--- src/rtl/synth_pkg.sv ---
// Shared constants and scan-FSM encoding for the ADC channel scanner and its parameter-mapping stage.
package synth_pkg;

  localparam int unsigned MAX_CH = 8;
  localparam int unsigned ADDR_W = 3;

  typedef enum logic [1:0] {
    ST_SETTLE  = 2'd0,
    ST_CAPTURE = 2'd1,
    ST_UPDATE  = 2'd2
  } scan_state_t;

endpackage

--- src/rtl/knob_hyst_cmp.sv ---
// Combinational |a - b| at W+1 bits (no wrap) compared against the hysteresis threshold.
module knob_hyst_cmp #(
  parameter int unsigned W    = 8,
  parameter int unsigned HYST = 2
) (
  input  logic [W-1:0] i_a,
  input  logic [W-1:0] i_b,
  output logic         o_ge
);

  logic [W:0] w_diff;

  always_comb begin
    if (i_a >= i_b) w_diff = {1'b0, i_a} - {1'b0, i_b};
    else            w_diff = {1'b0, i_b} - {1'b0, i_a};
  end

  assign o_ge = 32'(w_diff) >= HYST;

endmodule

--- src/rtl/knob_scanner.sv ---
// Round-robin ADC channel scanner: discards the pipelined result, captures the next one,
// and stores it per channel only when it moved by at least HYST.
module knob_scanner
  import synth_pkg::*;
#(
  parameter int unsigned NUM_CH = 8,
  parameter int unsigned W      = 8,
  parameter int unsigned HYST   = 2
) (
  input  logic              clk,
  input  logic              reset,
  output logic [ADDR_W-1:0] adc_addr,
  input  logic [W-1:0]      adc_q,
  input  logic              adc_valid,
  input  logic [ADDR_W-1:0] rd_addr,
  output logic [W-1:0]      rd_data,
  output logic [NUM_CH-1:0] changed,
  input  logic [NUM_CH-1:0] clr_changed,
  output logic              scan_done
);

  localparam int unsigned CH_W = $clog2(NUM_CH);

  scan_state_t       r_state, w_next_state;
  logic [CH_W-1:0]   r_ch, w_next_ch;
  logic [W-1:0]      r_sample;
  logic [W-1:0]      r_stored [NUM_CH];
  logic [NUM_CH-1:0] r_valid, r_changed, w_set;
  logic [W-1:0]      r_rd_data;
  logic              r_scan_done;
  logic [ADDR_W-1:0] r_adc_addr;
  logic              w_capture, w_update, w_ge, w_write;
  logic [W-1:0]      w_rd_mux [MAX_CH];

  always_comb begin
    w_next_state = r_state;
    w_capture    = 1'b0;
    w_update     = 1'b0;
    unique case (r_state)
      ST_SETTLE:  if (adc_valid) w_next_state = ST_CAPTURE;
      ST_CAPTURE: if (adc_valid) begin
        w_capture    = 1'b1;
        w_next_state = ST_UPDATE;
      end
      ST_UPDATE: begin
        w_update     = 1'b1;
        w_next_state = ST_SETTLE;
      end
      default:    w_next_state = ST_SETTLE;
    endcase
  end

  knob_hyst_cmp #(
    .W    (W),
    .HYST (HYST)
  ) u_cmp (
    .i_a  (r_sample),
    .i_b  (r_stored[r_ch]),
    .o_ge (w_ge)
  );

  // First capture of a channel always lands, regardless of the threshold.
  assign w_write   = w_update && (!r_valid[r_ch] || w_ge);
  assign w_next_ch = r_ch + 1'b1;

  always_comb begin
    w_set       = '0;
    w_set[r_ch] = w_write;
  end

  // Unused address slots read as zero, so any rd_addr >= NUM_CH returns 0.
  for (genvar g = 0; g < MAX_CH; g++) begin : g_rd
    if (g < NUM_CH) begin : g_live
      assign w_rd_mux[g] = r_stored[g];
    end else begin : g_pad
      assign w_rd_mux[g] = '0;
    end
  end

  always_ff @(posedge clk) begin
    if (reset) begin
      r_state     <= ST_SETTLE;
      r_ch        <= '0;
      r_adc_addr  <= '0;
      r_sample    <= '0;
      r_valid     <= '0;
      r_changed   <= '0;
      r_scan_done <= 1'b0;
      r_rd_data   <= '0;
      for (int unsigned i = 0; i < NUM_CH; i++) r_stored[i] <= '0;
    end else begin
      r_state     <= w_next_state;
      r_scan_done <= w_update && (r_ch == CH_W'(NUM_CH - 1));
      r_changed   <= (r_changed & ~clr_changed) | w_set;
      r_rd_data   <= w_rd_mux[rd_addr];
      if (w_capture) r_sample <= adc_q;
      if (w_update) begin
        r_valid[r_ch] <= 1'b1;
        r_ch          <= w_next_ch;
        r_adc_addr    <= ADDR_W'(w_next_ch);
      end
      if (w_write) r_stored[r_ch] <= r_sample;
    end
  end

  assign adc_addr  = r_adc_addr;
  assign rd_data   = r_rd_data;
  assign changed   = r_changed;
  assign scan_done = r_scan_done;

endmodule

--- config.mk ---
export PLATFORM = sky130hd
export DESIGN_NAME = knob_scanner
export DESIGN_NICKNAME = d
export VERILOG_FILES = /design/src/rtl/synth_pkg.sv /design/src/rtl/knob_hyst_cmp.sv /design/src/rtl/knob_scanner.sv
export SDC_FILE = /design/constraint.sdc
export NUM_CORES = 1
export LEC_CHECK = 0
export ABC_AREA = 0
export CORE_MARGIN = 1.5
export CORE_UTILIZATION = 50
export CTS_CLUSTER_SIZE = 30
export DETAILED_ROUTE_END_ITERATION = 8
export GPL_TIMING_DRIVEN = 1
export PLACE_DENSITY = 0.73
export SLEW_MARGIN = 20
export SYNTH_ARGS = -nofsm -noshare
export SYNTH_HDL_FRONTEND = slang
export SYNTH_SLANG_ARGS = --single-unit
--- constraint.sdc ---
create_clock -name clk -period 4.7 [get_ports clk]
set_input_delay 0.94 -clock clk [delete_from_list [all_inputs] [get_ports clk]]
set_output_delay 0.94 -clock clk [all_outputs]
set_load 0.02 [all_outputs]
==> results of run 1 <==
cell type report:
type                       instances  area (um^2)
multi-input combinational        323         2666
fill                             951         4581
clock inverter                     6        46.29
clock buffer                      10        250.2
inverter                          23        86.33
timing repair buffer              49        483.0
sequential                       105         2743
tap                              140        175.2
synth_stat cells (all sizes together), types with 3 or more instances:
library cell  number  area, um^2
a21oi             18       93.84
ha                18       225.2
nor2b              6       37.54
xnor2              4       35.03
nand3              8       40.04
a2111oi            5       76.33
dfxtp             41       820.8
nor2              40       150.1
nor3              69       345.3
buf               22       196.4
clkinv             8       30.03
nand2             26       97.59
inv               15       56.30
and2               3       18.77
o221ai             3       32.53
nand2b             3       18.77
nor3b              3       22.52
edfxtp            64        1922
mux2i             29       290.3
a21o               6       45.04
clkbuf            17       63.81
mux4              32       720.7
o31ai              3       27.52
o21ai             19       155.1
power by group:
part / total [mW] / leakage [nW] / internal (mW) / switching (mW)
registers: 1.02 / 0.994 / 1.00 / 0.0180
clock network: 0.738 / 0.150 / 0.397 / 0.342
logic: 0.288 / 1.15 / 0.128 / 0.160
logic make-up after synthesis:
group / Yosys count / synth area share, %
AND/OR/NAND/NOR: 168 / 13.87
flip-flops: 105 / 47.65
AO/OA/AOI/OAI: 68 / 9.369
buffers and inverters: 62 / 6.022
multiplexers: 61 / 17.57
adder cells (fa/ha/maj): 20 / 4.609
XOR/XNOR: 6 / 0.9130
placed cells by master (no fill, tap or decap), types with 2 or more instances in the layout:
cell             Yosys  routed
o21ai_0              2       2
clkinv_4             0       2
fa_1                 2       2
nor4_1               2       2
nor2_1              40      40
inv_4                0       2
mux4_2              32      32
a2111oi_2            2       2
a21oi_1             17      17
nand2_1             26      26
edfxtp_1            64      64
inv_1               14      14
o221ai_1             2       2
or3_1                2       2
xor2_1               2       2
a21o_1               6       6
o22ai_1              2       2
clkbuf_16            0      10
and3_1               2       2
o21ai_2             16      16
and2_1               3       3
nand2b_1             3       3
nor3b_1              3       3
dfxtp_1             41      41
nor2b_1              6       6
nand3_1              8       8
ha_1                18      18
o211ai_1             2       2
clkinv_1             8       8
nor3_1              69      69
mux2i_1             29      29
clkdlybuf4s50_1      0      41
o21a_1               2       2
o31ai_1              2       2
buf_4                5       7
xnor2_1              4       4
path summary, 6_finish.rpt:
check | from | end | slack, ns | depth (start not counted)
max reg2reg | flip-flop | r_stored[1][0] | 0.34 | 13
min | r_state[1] | r_state[1] | 0.46 | 1
max | flip-flop | r_stored[1][0] | 0.34 | 13
min reg2reg | r_state[1] | r_state[1] | 0.46 | 1
per-layer routing:
metal,vias up,GRT usage [%]
met3,17,4.233
met4,0,10.16
met1,1961,32.17
met2,162,37.92
met5,-,0
li1,1867,-
through the flow:
| stage | power (mW) | utilization, % | setup slack [ns] | hold slack (ns) |
|---|---|---|---|---|
| finish | 2.048 | 58.47 | 0.3416 | 0.4644 |
| global route | 2.123 | 58.47 | 0.07211 | 0.4888 |
| CTS | 2.066 | 58.47 | 0.3501 | 0.4631 |
| detailed placement | 1.328 | 55.78 | 0.4185 | 0.4482 |
| global placement | 1.319 | 55.78 | 0.5193 | 0.4441 |
| floorplan | 1.247 | - | 0.4327 | 0.4252 |
worst reg2reg max path, stage by stage, from the launching register on:
cell,delay (ns)
dfxtp_1,0.31
buf_4,0.31
mux4_2,0.56
mux2i_1,0.24
inv_1,0.08
ha_1,0.57
nand2_1,0.26
a2111oi_1,0.51
a2111oi_2,0.07
nand2_1,0.10
nor4_1,0.06
o22a_2,0.22
buf_12,0.19
o21ai_2,0.51
registers in the layout, summed over array words and instances, names as in the netlist, named ones only:
signal	cells
r_state	2
r_valid	8
rd_data	8
scan_done	1
r_stored	64
r_sample	8
adc_addr	3
changed	8
==> out/summary.txt, run 1 <==
initial antenna violation count -> 0
ys flop type -> edfxtp_1
Top Layer Used -> met4
Worst Path Required -> 4.69 ns
Placed Cells -> 640
Post-CTS Setup Inserts -> 0
fin crit share -> 92.73%
WL met2 -> 6412 um
Avg Synthesized Cell Area -> 11.75 um^2
Crit path max-delay family -> compound AO/OA/AOI/OAI gates
Setup crit end kind -> flip-flop
total core area -> 11030 um^2
FMAX -> 0.2294 GHz
Max stage delay cell, worst path -> ha_1
Clock Path Buffers -> 2
fin. max-slew vios -> 0
Max Cap Violations -> 0
Final Cell Area -> 6450 um^2
n_diodes -> 0
Post-Route M1 WL -> 5645 um
DRC Markers -> 0
pin count of the biggest net entering global routing -> 47
final cell count without fillers -> 656
Routed WL -> 13190 um
WS Path Type -> flip-flop to flip-flop
vias per cell -> 6.108
total CTS buffers -> 9
clk root buf -> clkbuf_16
crit-path cells -> buf_4 > mux4_2 > mux2i_1 > inv_1 > ha_1 > nand2_1 > a2111oi_1 > a2111oi_2 > nand2_1 > nor4_1 > o22a_2 > buf_12 > o21ai_2
most frequent CP cell -> nand2_1
Initial Util -> 52.18%
total number of yosys warnings -> 0
syn nets -> 532
aggregate global routing overflow -> 0
Peak supply drop -> 0.0002379 V
Mapped Cells -> 490
status -> finished clean
Resize count post-CTS -> 0
drt first-iter violations -> 355
Mapped Area -> 5756 um^2
P&R area growth vs syn -> 12.07%
synthesis-stage register bit count -> 105
Final nets -> 553
clock slew at reported path FFs -> 0.07 ns
detailed-route via count -> 4007
Worst Hold Class -> flip-flop to flip-flop
Buf/Inv on CP -> 3
Final setup viols -> 0
Rel. slew slack -> 43.59%
Leak -> 2.292 nW
critical path's largest stage delay -> 0.57 ns
Pre-antenna DRT Iters -> 5
P per Cell Area -> 317.6 nW/um^2
CTS tree -> built
dpl cell area -> 6153 um^2
Final Wtd Congestion -> 0.9147
WL/cell -> 20.10 um
layout cells sized above 1 -> 15.89%
worst-path maximum fanout -> 46
I/O pin count -> 42
Final Critical Period -> 4.358 ns
vias in the first global route -> 3956
I/O Buffers -> 41
Least-Margin Pin Slew -> 0.8436 ns
Rows -> 38
sequential share of the synthesized area -> 47.65%
GRT Overall Usage -> 23.81%
met3 wire len -> 857 um
Distinct cells, synth -> 58
Die Span Y -> 110.3 um
Setup TNS Final -> 0 ns
CTS sink cnt -> 105
number of flops mapped to enable cells by yosys -> 64
Final HPWL DP -> 9482 um
die area -> 12160 um^2
clk_skew -> 0.01403 ns
post-route ant nets -> 0
CTS hold repair buffers -> 0
Clock Latency Late Sink -> 0.36 ns
first-pass GRT wire length -> 21230 um
WP data arrival -> 4.35 ns
Startpoint Class -> flip-flop
Async SR Flop Fraction -> 0%
Die X -> 110.3 um
RSZ-0062 raised after global routing -> false
final hold violation count -> 0
# H-tree levels -> 3
(Power assumes the default switching activity.)
==> inputs of run 2 (changes only) <==
- CORE_MARGIN: 1.5 -> default
- SYNTH_HIERARCHICAL: default -> 1
==> run 2 against run 1 <==
  * Register-to-register slack lost 0.11 ns
  * Power decreased by 1.3%
  * Highest routed layer is now met5
  * Synthesized cell count increased by 3.5%
  * Largest power group unchanged
  * Worst hold slack got worse by 0.0020 ns
==> out/summary.txt, run 2 <==
Clock Path Buffers -> 2 (unchanged)
drt first-iter violations -> 394 (+11%)
number of flops mapped to enable cells by yosys -> 64 (unchanged)
P per Cell Area -> 307.1 nW/um^2 (-3.3%)
top cells by area, synth -> edfxtp_1, dfxtp_1, mux4_2
Largest register FFs -> 64 (unchanged)
detailed-route via count -> 4182 (+4.4%)
Final HPWL DP -> 10050 um (+6.0%)
storage element area -> 2743 um^2 (unchanged)
Placed Cells -> 667 (+4.2%)
die area -> 11940 um^2 (-1.8%)
Mapped Cells -> 507 (+3.5%)
# H-tree levels -> 3 (unchanged)
clk root buf -> clkbuf_16
FMAX -> 0.2240 GHz (-2.4%)
Final Critical Period -> 4.465 ns (+0.1061 ns)
post-route ant nets -> 0 (unchanged)
number of fill cells -> 926 (-2.6%)
first-pass GRT wire length -> 22340 um (+5.2%)
Final nets -> 580 (+4.9%)
vias per cell -> 6.123 (+0.24%)
DRC Markers -> 0 (unchanged)
Switching Share -> 25.13% (-0.22 points)
sequential share of the synthesized area -> 47.66% (about the same)
Clock Latency Late Sink -> 0.35 ns (about the same)
worst-path maximum fanout -> 39 (-15%)
CTS sink cnt -> 105 (unchanged)
total number of yosys warnings -> 6 (+6)
syn nets -> 549 (+3.2%)
Setup crit end kind -> flip-flop
sw power -> 0.5082 mW (-2.1%)
Post-synth top cells -> nor2_1, edfxtp_1, nand2_1
multi-input logic area -> 2718 um^2 (+1.9%)
n_diodes -> 0 (unchanged)
Rel. slew slack -> 40.79% (-2.8 points)
Final Cell Area -> 6586 um^2 (+2.1%)
reg2reg path depth -> 15 (+2)
total core area -> 11030 um^2 (unchanged)
fin. max-slew vios -> 0 (unchanged)
final hold violation count -> 0 (unchanged)
reg2reg setup slack -> 0.24 ns (-0.11 ns)
hold worst-path end -> changed[5]
final cell count without fillers -> 683 (+4.1%)
Leak -> 2.403 nW (+4.8%)
Least-Margin Pin Slew -> 0.8882 ns (+0.04465 ns)
Die Span Y -> 109.3 um (-0.92%)
GRT Overall Usage -> 26.44% (+2.6 points)
WS Path Type -> flip-flop to flip-flop
Seq pwr share -> 51.0% (+1.1 points)
CTS tree -> built
Worst Hold Class -> flip-flop to flip-flop
internal power -> 1.514 mW (-0.97%)
Startpoint Class -> flip-flop
Max Cap Violations -> 0 (unchanged)
WP data arrival -> 4.48 ns (+0.13 ns)
Post-CTS Setup Inserts -> 0 (unchanged)
RSZ-0062 raised after global routing -> true
synthesis-stage register bit count -> 105 (unchanged)
Pre-antenna DRT Iters -> 5 (unchanged)
I/O Buffers -> 41 (unchanged)
Die X -> 109.3 um (-0.92%)
aggregate global routing overflow -> 0 (unchanged)
total CTS buffers -> 9 (unchanged)
I/O pin count -> 42 (unchanged)
WL/cell -> 21.00 um (+4.4%)
commonest non-fill, non-tap cell in the layout -> nor2_1
initial antenna violation count -> 1 (+1)
clock power share -> 35.3% (-0.7 points)
Top reg by flops -> r_stored
Worst R2R End -> r_stored[1][0]
top-count cell post-synth -> nor2_1
Final Wtd Congestion -> 0.9692 (+6.0%)
final worst slack -> 0.2354 ns (-0.1061 ns)
Peak supply drop -> 0.0002092 V (-12%)
Worst Path Required -> 4.71 ns (+0.02 ns)
ys flop type -> edfxtp_1
vias in the first global route -> 4027 (+1.8%)
clock slew at reported path FFs -> 0.07 ns (about the same)
area share of the largest cell type after synthesis -> 33.40% (about the same)
Hold Path Cell Cnt -> 2 (+1)
fin crit share -> 94.99% (+2.3 points)
dpl cell area -> 6299 um^2 (+2.4%)
Comb power frac -> 13.7% (-0.3 points)
Rows -> 38 (unchanged)
hold_sp -> changed[5]
Routed WL -> 14340 um (+8.7%)
commonest non-fill, non-tap cells in the layout -> nor2_1, edfxtp_1, nand2_1
status -> finished clean
DP Worst Slack -> 0.2792 ns (-0.1393 ns)
Async SR Flop Fraction -> 0% (unchanged)
Final setup viols -> 0 (unchanged)
Yosys top cell by area -> edfxtp_1
clk_skew -> 0.008887 ns (-0.005143 ns)
Avg Synthesized Cell Area -> 11.35 um^2 (-3.4%)
layout cells sized above 1 -> 15.47% (-0.42 points)
Initial Util -> 52.17% (about the same)
CTS hold repair buffers -> 0 (unchanged)
P&R area growth vs syn -> 14.46%
pin count of the biggest net entering global routing -> 51 (+8.5%)
Mapped Area -> 5754 um^2 (about the same)
Final Core Density -> 59.71% (+1.2 points)
Distinct cells, synth -> 54 (-6.9%)
## run 2: cell count changes after synthesis, moves of 18 or more
cell	previous run	this run
o21ai_0	2	21
nor3_1	69	3
nor3b_1	3	40
inv_1	14	32
nor2_1	40	66
nand2_1	26	49
## run 2: metrics by stage
step / hold slack (ns) / TNS (ns) / power (mW)
6_report: 0.4624 / 0 / 2.022
5_1_grt: 0.4941 / -0.5378 / 2.090
4_1_cts: 0.4682 / 0 / 2.024
3_5_place_dp: 0.4416 / 0 / 1.323
3_3_place_gp: 0.4373 / 0 / 1.321
2_1_floorplan: 0.4444 / 0 / 1.235
## run 2: layout make-up
class	count	share of cell area [%]
timing repair buffer	57	8.359
multi-input combinational	333	41.26
clock inverter	6	0.6269
clock buffer	10	3.628
sequential	105	41.64
inverter	32	1.824
tap	140	2.660
## run 2: worst max path at each step
| stage | cells past startpoint | slack (ns) | end | start |
|---|---|---|---|---|
| floorplan | 16 | 0.38 | r_stored[4][0] | flip-flop |
| global placement | 15 | 0.33 | r_stored[1][1] | flip-flop |
| detailed placement | 13 | 0.28 | r_stored[1][3] | flip-flop |
| CTS | 15 | 0.25 | r_stored[1][5] | flip-flop |
| global route | 15 | -0.03 | r_stored[4][4] | flip-flop |
| finish | 15 | 0.24 | r_stored[1][0] | flip-flop |
## run 2: timing repair
item	CTS	global route
endpoints found under the setup margin	0	40
endpoints found under the hold margin	0	0
resized for setup	0	2
## run 2: kinds of logic after synthesis
kind of cell | synth area share, %
AOI/OAI and AO/OA | 7.654
xor gates and xnor gates | 1.370
adders and majority gates | 4.610
buffers and inverters | 5.371
DFF | 47.66
muxes | 17.92
and+or+nand+nor | 15.42
## run 2: power groups by stage
stage	clock (mW)	sequential (mW)	combinational, mW
after CTS	0.719	1.03	0.275
after global routing	0.757	1.03	0.299
after detailed placement	0	1.05	0.272
after global placement	0	1.05	0.272
final	0.715	1.03	0.277
after floorplan	0	1.05	0.188
## run 2: worst max-delay path, stage by stage (launching register included)
cell	delay [ns]
dfxtp_1	0.36
buf_12	0.19
mux4_2	0.53
mux2_2	0.30
inv_1	0.07
ha_1	0.17
inv_1	0.06
fa_1	0.45
a311o_1	0.30
a211oi_2	0.19
o2111ai_1	0.15
nor4b_1	0.31
a2bb2o_2	0.34
a21oi_4	0.14
buf_12	0.22
o21bai_1	0.31
## run 2: metal layers
| layer | global-route usage [%] | share of wire, % | up-vias |
|---|---|---|---|
| met5 | 0 | 0.063 | - |
| met4 | 12.29 | 3.5 | 2 |
| met3 | 6.037 | 10 | 41 |
| met2 | 40.07 | 45 | 229 |
| met1 | 36.13 | 41 | 2017 |
| li1 | - | - | 1893 |
==> inputs of run 3 (changes only) <==
- CAP_MARGIN: default -> 20
- PLACE_DENSITY: 0.73 -> 0.7
==> run 3 against run 2 <==
  * Non-clock buffer count is 4 higher
  * Via count decreased by 1.8%
  * Worst setup slack worse by 0.10 ns
  * First-iteration DRC count down 15%
  * Fmax decreased by 2.2%
  * Power up 0.73%
  * Die area did not move
  * Clock power rose by 1%
  * Routed wire length is 1.8% higher
  * Count of clock-buffer cells in the layout fell by 1
  * Final area up 0.74%
  * Critical endpoint is now r_stored[1][4]
  * Largest cell class unchanged
==> out/summary.txt, run 3 (synthesis results as in run 2) <==
Worst Hold Class -> flip-flop to flip-flop
Max stage delay cell, worst path -> o21bai_1
cell depth of the worst setup path -> 12 (-3)
vias per cell -> 5.980 (-2.3%)
die area -> 11940 um^2 (unchanged)
initial antenna violation count -> 0 (-1)
CTS hold repair buffers -> 0 (unchanged)
Hold Path Cell Cnt -> 2 (unchanged)
Die X -> 109.3 um (unchanged)
Rows -> 38 (unchanged)
Leak -> 2.429 nW (+1.1%)
Least-Margin Pin Slew -> 0.8472 ns (-0.04102 ns)
P per Cell Area -> 307.1 nW/um^2 (about the same)
fin. max-slew vios -> 0 (unchanged)
WS Path Type -> flip-flop to flip-flop
Die Span Y -> 109.3 um (unchanged)
Clock Path Buffers -> 2 (unchanged)
Setup crit end kind -> flip-flop
FMAX -> 0.2191 GHz (-2.2%)
post-route ant nets -> 0 (unchanged)
Clock Latency Late Sink -> 0.35 ns (about the same)
Peak supply drop -> 0.0002006 V (-4.1%)
Rel. slew slack -> 43.40% (+2.6 points)
drt first-iter violations -> 336 (-15%)
DRC Markers -> 0 (unchanged)
fin crit share -> 97.11% (+2.1 points)
CTS sink cnt -> 105 (unchanged)
total CTS buffers -> 9 (unchanged)
Final Critical Period -> 4.564 ns (+0.09967 ns)
pin count of the biggest net entering global routing -> 46 (-9.8%)
n_diodes -> 0 (unchanged)
clock slew at reported path FFs -> 0.07 ns (about the same)
hold_sp -> changed[6]
reg2reg path depth -> 12 (-3)
first-pass GRT wire length -> 22750 um (+1.9%)
worst-path maximum fanout -> 24 (-38%)
I/O pin count -> 42 (unchanged)
Final setup viols -> 0 (unchanged)
Initial Util -> 52.17% (unchanged)
critical path's largest stage delay -> 0.63 ns (+0.10 ns)
GRT Overall Usage -> 26.58% (+0.14 points)
commonest non-fill, non-tap cell in the layout -> nor2_1
Max Cap Violations -> 0 (unchanged)
clk root buf -> clkbuf_16
layout cells sized above 1 -> 16.27% (+0.80 points)
Worst Path Required -> 4.67 ns (-0.04 ns)
detailed-route via count -> 4108 (-1.8%)
Final HPWL DP -> 10800 um (+7.5%)
Pre-antenna DRT Iters -> 5 (unchanged)
Setup TNS Final -> 0 ns (unchanged)
total core area -> 11030 um^2 (unchanged)
number of fill cells -> 923 (-0.32%)
WL/cell -> 21.26 um (+1.2%)
# H-tree levels -> 3 (unchanged)
hold worst-path end -> changed[6]
Largest register FFs -> 64 (unchanged)
status -> finished clean
vias in the first global route -> 4001 (-0.65%)
Tot Pwr -> 2.037 mW (+0.73%)
Worst R2R End -> r_stored[1][4]
Top reg by flops -> r_stored
Crit path max-delay family -> compound AO/OA/AOI/OAI gates
final hold violation count -> 0 (unchanged)
CTS tree -> built
I/O Buffers -> 41 (unchanged)
P&R area growth vs syn -> 15.31%
RSZ-0062 raised after global routing -> false
Startpoint Class -> flip-flop
crit-path cells -> buf_12 > mux4_2 > mux2_2 > ha_1 > and2_1 > a221o_1 > a2111oi_0 > nor4b_2 > a2bb2o_2 > a21oi_4 > buf_12 > o21bai_1
WP data arrival -> 4.54 ns (+0.06 ns)
Buf/Inv on CP -> 2 (-2)
commonest non-fill, non-tap cells in the layout -> nor2_1, edfxtp_1, nand2_1
Final nets -> 584 (+0.69%)
reg2reg setup slack -> 0.14 ns (-0.10 ns)
clk_skew -> 0.007863 ns (-0.001023 ns)
Routed WL -> 14600 um (+1.8%)
most frequent CP cell -> buf_12
Final Wtd Congestion -> 0.9582 (-1.1%)
aggregate global routing overflow -> 0 (unchanged)
run 3: changes by cell type in the layout (fill, tap and decap cells not counted), sizes merged:
cell           delta
clkdlybuf4s50     +1
buf               +3
inv               +4
clkbuf            -1
clkinv            -3
run 3: how the worst max path moves through the flow:
stage | start | end | slack (ns)
floorplan | flip-flop | r_stored[4][0] | 0.38
global placement | flip-flop | r_stored[1][2] | 0.31
detailed placement | flip-flop | r_stored[7][6] | 0.19
finish | flip-flop | r_stored[1][4] | 0.14
CTS | flip-flop | r_stored[1][4] | 0.16
global route | flip-flop | r_stored[1][4] | 0.02
run 3: metal layers:
metal	vias to the layer above	global-route usage [%]	part of all wire (%)
li1	1887	-	-
met1	1997	35.10	41
met2	192	43.94	49
met3	32	4.901	7.4
met4	0	9.429	2.7
met5	-	0	0
run 3: cell type report:
class,count,area (um^2),area share (%)
Clock buffer,9,225.2,3.394
Clock inverter,7,58.81,0.8863
Sequential cell,105,2743,41.34
Timing Repair Buffer,61,585.6,8.825
Tap cell,140,175.2,2.640
Inverter,32,120.1,1.810
Multi-Input combinational cell,333,2728,41.11
run 3: power by group:
part           internal [mW]  switching (mW)
Clock                  0.370           0.355
Sequential              1.00          0.0288
Combinational          0.135           0.144
Total                   1.51           0.528
run 3: through the flow:
step | cell area (um^2) | instances | setup slack [ns] | hold WS (ns) | utilization (%)
3_3_place_gp | 6334 | 671 | 0.3117 | 0.4459 | 57.42
5_1_grt | 6635 | 687 | 0.02349 | 0.4945 | 60.15
6_report | 6635 | 687 | 0.1358 | 0.4625 | 60.15
2_1_floorplan | 5754 | 507 | 0.3766 | 0.4444 | -
3_5_place_dp | 6334 | 671 | 0.1901 | 0.4569 | 57.42
4_1_cts | 6618 | 687 | 0.1633 | 0.4695 | 59.99
run 3: repair_timing:
action	4_1_cts	5_1_grt
setup buffers	0	0
setup endpoints to repair	0	51
resized for setup	0	4
run 3: worst reg2reg max path, stage by stage (launching register included):
cell and delay, ns:
dfxtp_1 0.36, buf_12 0.19, mux4_2 0.51, mux2_2 0.30, ha_1 0.45, and2_1 0.25
a221o_1 0.35, a2111oi_0 0.48, nor4b_2 0.13, a2bb2o_2 0.30, a21oi_4 0.07, buf_12 0.18
o21bai_1 0.63
